`src/rtl/keypad_scan_4x4_pkg.sv`:
```
// rtl/keypad_scan_4x4_pkg.sv - shared types and constants for the 4x4 keypad scanner
package keypad_pkg;

    localparam int CODE_W = 4;
    localparam logic [3:0] ROW_RESET = 4'b1110;

    typedef enum logic {
        RELEASED = 1'b0,
        PRESSED  = 1'b1
    } key_state_e;

    // Result of one full scan: hit flag plus the lowest pressed key code
    typedef struct packed {
        logic              hit;
        logic [CODE_W-1:0] code;
    } scan_result_t;

endpackage

```
`src/rtl/keypad_scan_4x4_if.sv`:
```
// rtl/keypad_scan_4x4_if.sv - keypad matrix lines and decoded key outputs
interface keypad_if;
    import keypad_pkg::*;

    logic [3:0]        col;
    logic [3:0]        row;
    logic [CODE_W-1:0] key_code;
    logic              key_valid;
    logic              key_down;

    modport master (
        input  col,
        output row,
        output key_code,
        output key_valid,
        output key_down
    );

    modport slave (
        output col,
        input  row,
        input  key_code,
        input  key_valid,
        input  key_down
    );

endinterface

```
`src/rtl/keypad_scan_4x4_debounce.sv`:
```
// rtl/keypad_scan_4x4_debounce.sv - scan-level debounce and press/release FSM
module keypad_debounce
    import keypad_pkg::*;
#(
    parameter int DEBOUNCE_SCANS = 5
) (
    input  logic              clk_50M,
    input  logic              rst,
    input  logic              scan_end_i,
    input  scan_result_t      result_i,
    output logic [CODE_W-1:0] key_code_o,
    output logic              key_valid_o,
    output logic              key_down_o
);

    localparam logic [3:0] DB_CNT = 4'(DEBOUNCE_SCANS);

    key_state_e        state_q, state_d;
    scan_result_t      cand_q, cand_d;
    logic [3:0]        cnt_q, cnt_d;
    logic [CODE_W-1:0] key_code_q, key_code_d;
    logic              key_valid_q, key_valid_d;
    logic              key_down_q, key_down_d;
    logic              stable;

    // State and output registers
    always_ff @(posedge clk_50M) begin
        if (rst) begin
            state_q     <= RELEASED;
            cand_q      <= '0;
            cnt_q       <= '0;
            key_code_q  <= '0;
            key_valid_q <= 1'b0;
            key_down_q  <= 1'b0;
        end else begin
            state_q     <= state_d;
            cand_q      <= cand_d;
            cnt_q       <= cnt_d;
            key_code_q  <= key_code_d;
            key_valid_q <= key_valid_d;
            key_down_q  <= key_down_d;
        end
    end

    // Candidate tracking and FSM; stability uses the freshly updated count
    always_comb begin
        state_d     = state_q;
        cand_d      = cand_q;
        cnt_d       = cnt_q;
        key_code_d  = key_code_q;
        key_valid_d = 1'b0;
        key_down_d  = key_down_q;
        stable      = 1'b0;

        if (scan_end_i) begin
            if (result_i == cand_q) begin
                cnt_d = (cnt_q >= DB_CNT) ? DB_CNT : cnt_q + 4'd1;
            end else begin
                cand_d = result_i;
                cnt_d  = 4'd1;
            end
            stable = (cnt_d == DB_CNT);

            case (state_q)
                RELEASED: begin
                    if (stable && cand_d.hit) begin
                        key_code_d  = cand_d.code;
                        key_valid_d = 1'b1;
                        key_down_d  = 1'b1;
                        state_d     = PRESSED;
                    end
                end
                PRESSED: begin
                    if (stable) begin
                        if (!cand_d.hit) begin
                            key_down_d = 1'b0;
                            state_d    = RELEASED;
                        end else if (cand_d.code != key_code_q) begin
                            key_code_d  = cand_d.code;
                            key_valid_d = 1'b1;
                        end
                    end
                end
                default: state_d = RELEASED;
            endcase
        end
    end

    assign key_code_o  = key_code_q;
    assign key_valid_o = key_valid_q;
    assign key_down_o  = key_down_q;

endmodule

```
`src/rtl/keypad_scan_4x4.sv`:
```
// rtl/keypad_scan_4x4.sv - 4x4 matrix keypad row scanner and key decoder
module keypad_scan_4x4
    import keypad_pkg::*;
#(
    parameter int SCAN_CNTMAX    = 49999,
    parameter int DEBOUNCE_SCANS = 5
) (
    input  logic clk_50M,
    input  logic rst,
    keypad_if.master kp
);

    localparam int CNT_W = (SCAN_CNTMAX < 1) ? 1 : $clog2(SCAN_CNTMAX + 1);

    logic [3:0]        col_meta_q, col_sync_q;
    logic [CNT_W-1:0]  slot_cnt_q, slot_cnt_d;
    logic [1:0]        row_idx_q, row_idx_d;
    logic              acc_hit_q, acc_hit_d;
    logic [CODE_W-1:0] acc_code_q, acc_code_d;

    logic              slot_end;
    logic              scan_end;
    logic              row_hit;
    logic [1:0]        row_col;
    scan_result_t      scan_res;

    // Column synchronizer, slot counter, row index and scan accumulator
    always_ff @(posedge clk_50M) begin
        if (rst) begin
            col_meta_q <= 4'hF;
            col_sync_q <= 4'hF;
            slot_cnt_q <= '0;
            row_idx_q  <= '0;
            acc_hit_q  <= 1'b0;
            acc_code_q <= '0;
        end else begin
            col_meta_q <= kp.col;
            col_sync_q <= col_meta_q;
            slot_cnt_q <= slot_cnt_d;
            row_idx_q  <= row_idx_d;
            acc_hit_q  <= acc_hit_d;
            acc_code_q <= acc_code_d;
        end
    end

    // Lowest pressed column of the current row; scanning downward lets the lowest index win
    always_comb begin
        row_hit = 1'b0;
        row_col = 2'd0;
        for (int c = 3; c >= 0; c--) begin
            if (!col_sync_q[c]) begin
                row_hit = 1'b1;
                row_col = 2'(c);
            end
        end
    end

    // Merge this row into the scan; earlier rows keep priority
    always_comb begin
        slot_end      = (slot_cnt_q == CNT_W'(SCAN_CNTMAX));
        scan_end      = slot_end && (row_idx_q == 2'd3);
        scan_res.hit  = acc_hit_q | row_hit;
        scan_res.code = acc_hit_q ? acc_code_q
                      : (row_hit ? {row_idx_q, row_col} : '0);

        slot_cnt_d = slot_end ? '0 : slot_cnt_q + CNT_W'(1);
        row_idx_d  = slot_end ? row_idx_q + 2'd1 : row_idx_q;
        acc_hit_d  = acc_hit_q;
        acc_code_d = acc_code_q;
        if (slot_end) begin
            if (scan_end) begin
                acc_hit_d  = 1'b0;
                acc_code_d = '0;
            end else begin
                acc_hit_d  = scan_res.hit;
                acc_code_d = scan_res.code;
            end
        end
    end

    assign kp.row = ~(4'b0001 << row_idx_q);

    keypad_debounce #(
        .DEBOUNCE_SCANS(DEBOUNCE_SCANS)
    ) u_debounce (
        .clk_50M     (clk_50M),
        .rst         (rst),
        .scan_end_i  (scan_end),
        .result_i    (scan_res),
        .key_code_o  (kp.key_code),
        .key_valid_o (kp.key_valid),
        .key_down_o  (kp.key_down)
    );

endmodule

```
`src/flat_wrapper.sv`:
```
// flat-port wrapper written by rule: the top's interface ports become plain ports
module keypad_scan_4x4_flat import keypad_pkg::*;
#(
    parameter int SCAN_CNTMAX    = 49999,
    parameter int DEBOUNCE_SCANS = 5
)
  (clk_50M, rst, kp_col, kp_row, kp_key_code, kp_key_valid, kp_key_down);
  keypad_if kp_i ();
  input  logic clk_50M;
  input  logic rst;
  input wire logic [$bits(kp_i.col)-1:0] kp_col;
  output wire logic [$bits(kp_i.row)-1:0] kp_row;
  output wire logic [$bits(kp_i.key_code)-1:0] kp_key_code;
  output wire logic [$bits(kp_i.key_valid)-1:0] kp_key_valid;
  output wire logic [$bits(kp_i.key_down)-1:0] kp_key_down;
  assign kp_i.col = kp_col;
  assign kp_row = kp_i.row;
  assign kp_key_code = kp_i.key_code;
  assign kp_key_valid = kp_i.key_valid;
  assign kp_key_down = kp_i.key_down;
  keypad_scan_4x4 #(.SCAN_CNTMAX(SCAN_CNTMAX), .DEBOUNCE_SCANS(DEBOUNCE_SCANS)) u_core (.clk_50M(clk_50M), .rst(rst), .kp(kp_i));
endmodule
```
`config.mk`:
```
export PLATFORM = sky130hd
export DESIGN_NAME = keypad_scan_4x4_flat
export DESIGN_NICKNAME = d
export VERILOG_FILES = /design/src/rtl/keypad_scan_4x4_pkg.sv /design/src/rtl/keypad_scan_4x4_if.sv /design/src/rtl/keypad_scan_4x4_debounce.sv /design/src/rtl/keypad_scan_4x4.sv /design/src/flat_wrapper.sv
export SDC_FILE = /design/constraint.sdc
export NUM_CORES = 1
export LEC_CHECK = 0
export ABC_AREA = 0
export BUFFER_PORTS_ARGS = -buffer_cell sky130_fd_sc_hd__buf_2
export CAP_MARGIN = 20
export CORE_MARGIN = 5
export CORE_UTILIZATION = 50
export DETAILED_ROUTE_END_ITERATION = 8
export PLACE_DENSITY = 0.68
export SYNTH_ARGS = -nofsm -noshare
export SYNTH_HDL_FRONTEND = slang
export SYNTH_HIERARCHICAL = 1
export SYNTH_SLANG_ARGS = --single-unit
```
`constraint.sdc`:
```
create_clock -name clk_50M -period 5.4 [get_ports clk_50M]
set_input_delay 0.27 -clock clk_50M [delete_from_list [all_inputs] [get_ports clk_50M]]
set_output_delay 0.27 -clock clk_50M [all_outputs]
set_load 0.02 [all_outputs]
```
==> key figures <==
Final layout
  – Ratio of cells with drive above 1 in the final layout: roughly 14%
  – Commonest non-fill, non-tap cells in the layout: dfxtp_1 (47), nor2_1 (26), xnor2_1 (19)
  – Fillers: 395
  – Nets: 269
  – Number of diodes: 0
  – Final Instance Count excl. Fillers: a little over 300
  – Util after Layout: around 56%
  – Most common cell after layout, fill and taps aside: dfxtp_1
  – Layout area overhead: 9.85%

Synth
  – Cell area after synthesis: 2180 µm²
  – Syn Inst Count: 241
  – EDFF count, synth: 0
  – Syn. warnings: 6
  – Synth unique cells: 38
  – Asr flop ratio synth: 0%
  – Top FF cell, synth: dfxtp_1
  – Mean Syn Cell Area: 9.06 µm²
  – Post-synthesis sequential area ratio: 43.1%
  – Syn nets: about 260
  – Yosys reg bits: between 40 and 50

Worst setup path
  – Critical Path Max Stage Delay: 700 ps
  – WP buf/inv: 1
  – CP Class: flop to flop
  – CP delay by family, top: simple AND/OR/NAND/NOR gates
  – Data arrival, critical path: about 3400 ps
  – Max FO, Critical Path: 12
  – CP Launch Type: flop
  – Crit path from: u_core/slot_cnt_q[7]$_SDFF_PP0_
  – Req. time, crit path: 5630 ps
  – R2R Path Start: u_core/slot_cnt_q[7]$_SDFF_PP0_
  – CP cell instances: or4b_1 -> or4_1 -> nor3_1 -> buf_4 -> nand3_1 -> a2111oi_0 -> a41oi_1 -> nor2_1
  – CP Capture Type: flop
  – Critical Path Slowest Stage Cell: or4_1

STA
  – Max-slew violations: 0
  – RSZ-0062 raised after global routing: false
  – Rel. slew slack: 46.0%
  – Hold Vio Cnt, Final: 0
  – Minimum hold slack: 154 ps
  – Clock Skews: 4.20 ps
  – FMAX: between 300 and 400 MHz
  – # setup viols final: 0
  – Min Tclk post-route: 3210 ps
  – Tightest Pin Transition: 790 ps
  – Fin crit share: about three fifths
  – Aggregate negative setup slack: 0 ps

CTS
  – Post-CTS Resized: 0
  – Total CTS buffers: 5
  – CTS tree: built
  – Skew-Pair Late Insertion Delay: 290 ps
  – # H-tree levels: 2
  – Postcts setup bufs: 0
  – Clock root buffer: clkbuf_8
  – Reg clk slew, reported paths: 80 ps
  – Clock sinks: 47
  – CTS max path bufs: 2
  – Hold_buf cts: 0

Power and ir drop
  – Max rail drop VDD: slightly below 0.2 mV
  – Pwr Total: 646 µW
  – Net Sw Power: 132 µW
  – Leak: 0.852 nW
  – Power Density: 269 nW/µm²
  – Sequential power share: between 50 and 60%
  – Clock network power share: about two fifths
  – Cell internal pwr: 514 µW
  – Sw Ratio: 20.5%
  – Logic pwr share: 4.5%

Floorplanning
  – Die Footprint: 5790 µm²
  – Chip height: 76.1 µm
  – Io pins: 16
  – Die X-Extent: 76.1 µm
  – Starting Density: 50.9%
  – # rows: 24
  – Floorplan core area: around 4300 µm²

Detailed routing
  – Vias: 1581
  – Drt pass-1 iters: 4
  – Initial drt markers: 91
  – DRC violations left: 0
  – Avg WL per Cell: 12.4 µm
  – Drt total wl: 3820 µm
  – Vias/cell: 5.13
  – Routed Antenna Nets: 0

Global routing
  – Vias in the first global route: 1582
  – Overflow after GRT: 0
  – Largest net degree at the start of global routing: 38
  – First-pass GRT wire length: about 6800 µm
  – GR Util All Layers: roughly 14%
  – Initial antenna violation count: 0

Placed design
  – Number of port buffers: 15
  – Hpwl dp: 2640 µm
  – Inst Count DP: 300
  – Routability cong.: between 0.8 and 0.9

Hold path
  – Min-delay worst type: input port to flop
  – Hold Path Origin: kp_col[2]

Status
  – Status: finished, final reports clean

Run
  – Max Cap Viol: 0
metal layers:
layer / up-vias / track usage, % / wire, µm
met5: - / 0 / 0
met4: 0 / 5.94 / 25
met3: 2 / 3.90 / 103
met2: 17 / 21.1 / 1740
met1: 719 / 17.9 / 1960
li1: 843 / - / -
power groups by stage:
| stage | clock, mW | sequential, mW | combinational, mW |
|---|---|---|---|
| 6_report | 0.262 | 0.355 | 0.0289 |
| 5_1_grt | 0.286 | 0.356 | 0.0329 |
| 4_1_cts | 0.272 | 0.355 | 0.0294 |
| 3_5_place_dp | 0 | 0.363 | 0.0294 |
| 3_3_place_gp | 0 | 0.363 | 0.0288 |
| 2_1_floorplan | 0 | 0.363 | 0.0215 |
stage by stage:
step,setup slack (ps),cell area (µm²)
floorplan,2620,2180
global placement,2260,2280
detailed placement,2220,2280
CTS,2220,2400
global route,1900,2400
finish,2190,2400
registers in the layout, summed over array words and instances (netlist names), named ones only:
signal / cells
u_core/u_debounce/key_valid_o: 1
u_core/acc_code_q: 4
u_core/col_meta_q: 4
u_core/u_debounce/cand_q: 5
u_core/col_sync_q: 4
u_core/u_debounce/key_down_o: 1
u_core/row_idx_q: 2
u_core/u_debounce/cnt_q: 4
u_core/slot_cnt_q: 16
u_core/u_debounce/key_code_o: 4
u_core/acc_hit_q: 1
final cells by class:
class                   instances  area, µm²  share of cell area [%]
multi-input cells             170       1140                    47.4
flip-flops and latches         47        941                    39.2
clock buffers                   6       82.6                    3.44
repair buffers                 16       82.6                    3.44
well taps                      52       65.1                    2.71
inverters                      15       56.3                    2.35
clock inverters                 2       35.0                    1.46
final timing paths:
kind | end | slack, ps | cells past startpoint
worst min-delay path | u_core/col_meta_q[2]$_SDFF_PP1_ | 150 | 2
worst max register to register | u_core/u_debounce/cnt_q[3]$_SDFFE_PP0P_ | 2190 | 8
worst max-delay path | u_core/u_debounce/cnt_q[3]$_SDFFE_PP0P_ | 2190 | 8
worst min register to register | u_core/col_sync_q[0]$_SDFF_PP1_ | 410 | 1
synthesized netlist by cell type, types with 2 or more instances:
library cell | n | area (µm²)
clkbuf_1 | 6 | 22.5
a21oi_1 | 8 | 40.0
nor2_1 | 26 | 97.6
a31oi_1 | 3 | 18.8
nor3_1 | 6 | 30.0
inv_1 | 15 | 56.3
nand4_1 | 7 | 43.8
o21ai_0 | 8 | 40.0
xnor2_1 | 19 | 166
nor2b_1 | 3 | 18.8
xor2_1 | 5 | 43.8
ha_1 | 8 | 100
nand2_1 | 8 | 30.0
nand2b_1 | 12 | 75.1
or3_1 | 3 | 18.8
dfxtp_1 | 47 | 941
a22o_1 | 2 | 17.5
or2_2 | 10 | 62.6
nand3_1 | 12 | 60.1
buf_6 | 2 | 22.5
nor4_1 | 5 | 31.3
mux2i_1 | 10 | 100
cells by family (layout without fill, tap and decap cells):
| group | after synthesis | in the layout | share of synthesized area (%) |
|---|---|---|---|
| and+or+nand+nor | 97 | 97 | 23.3 |
| DFF | 47 | 47 | 43.1 |
| AOI/OAI and AO/OA | 31 | 31 | 10.0 |
| xor gates and xnor gates | 24 | 24 | 9.62 |
| buffers and inverters | 24 | 39 | 4.87 |
| muxes | 10 | 10 | 4.58 |
| adders and majority gates | 8 | 8 | 4.58 |
Power figures use the tool's default switching activity.
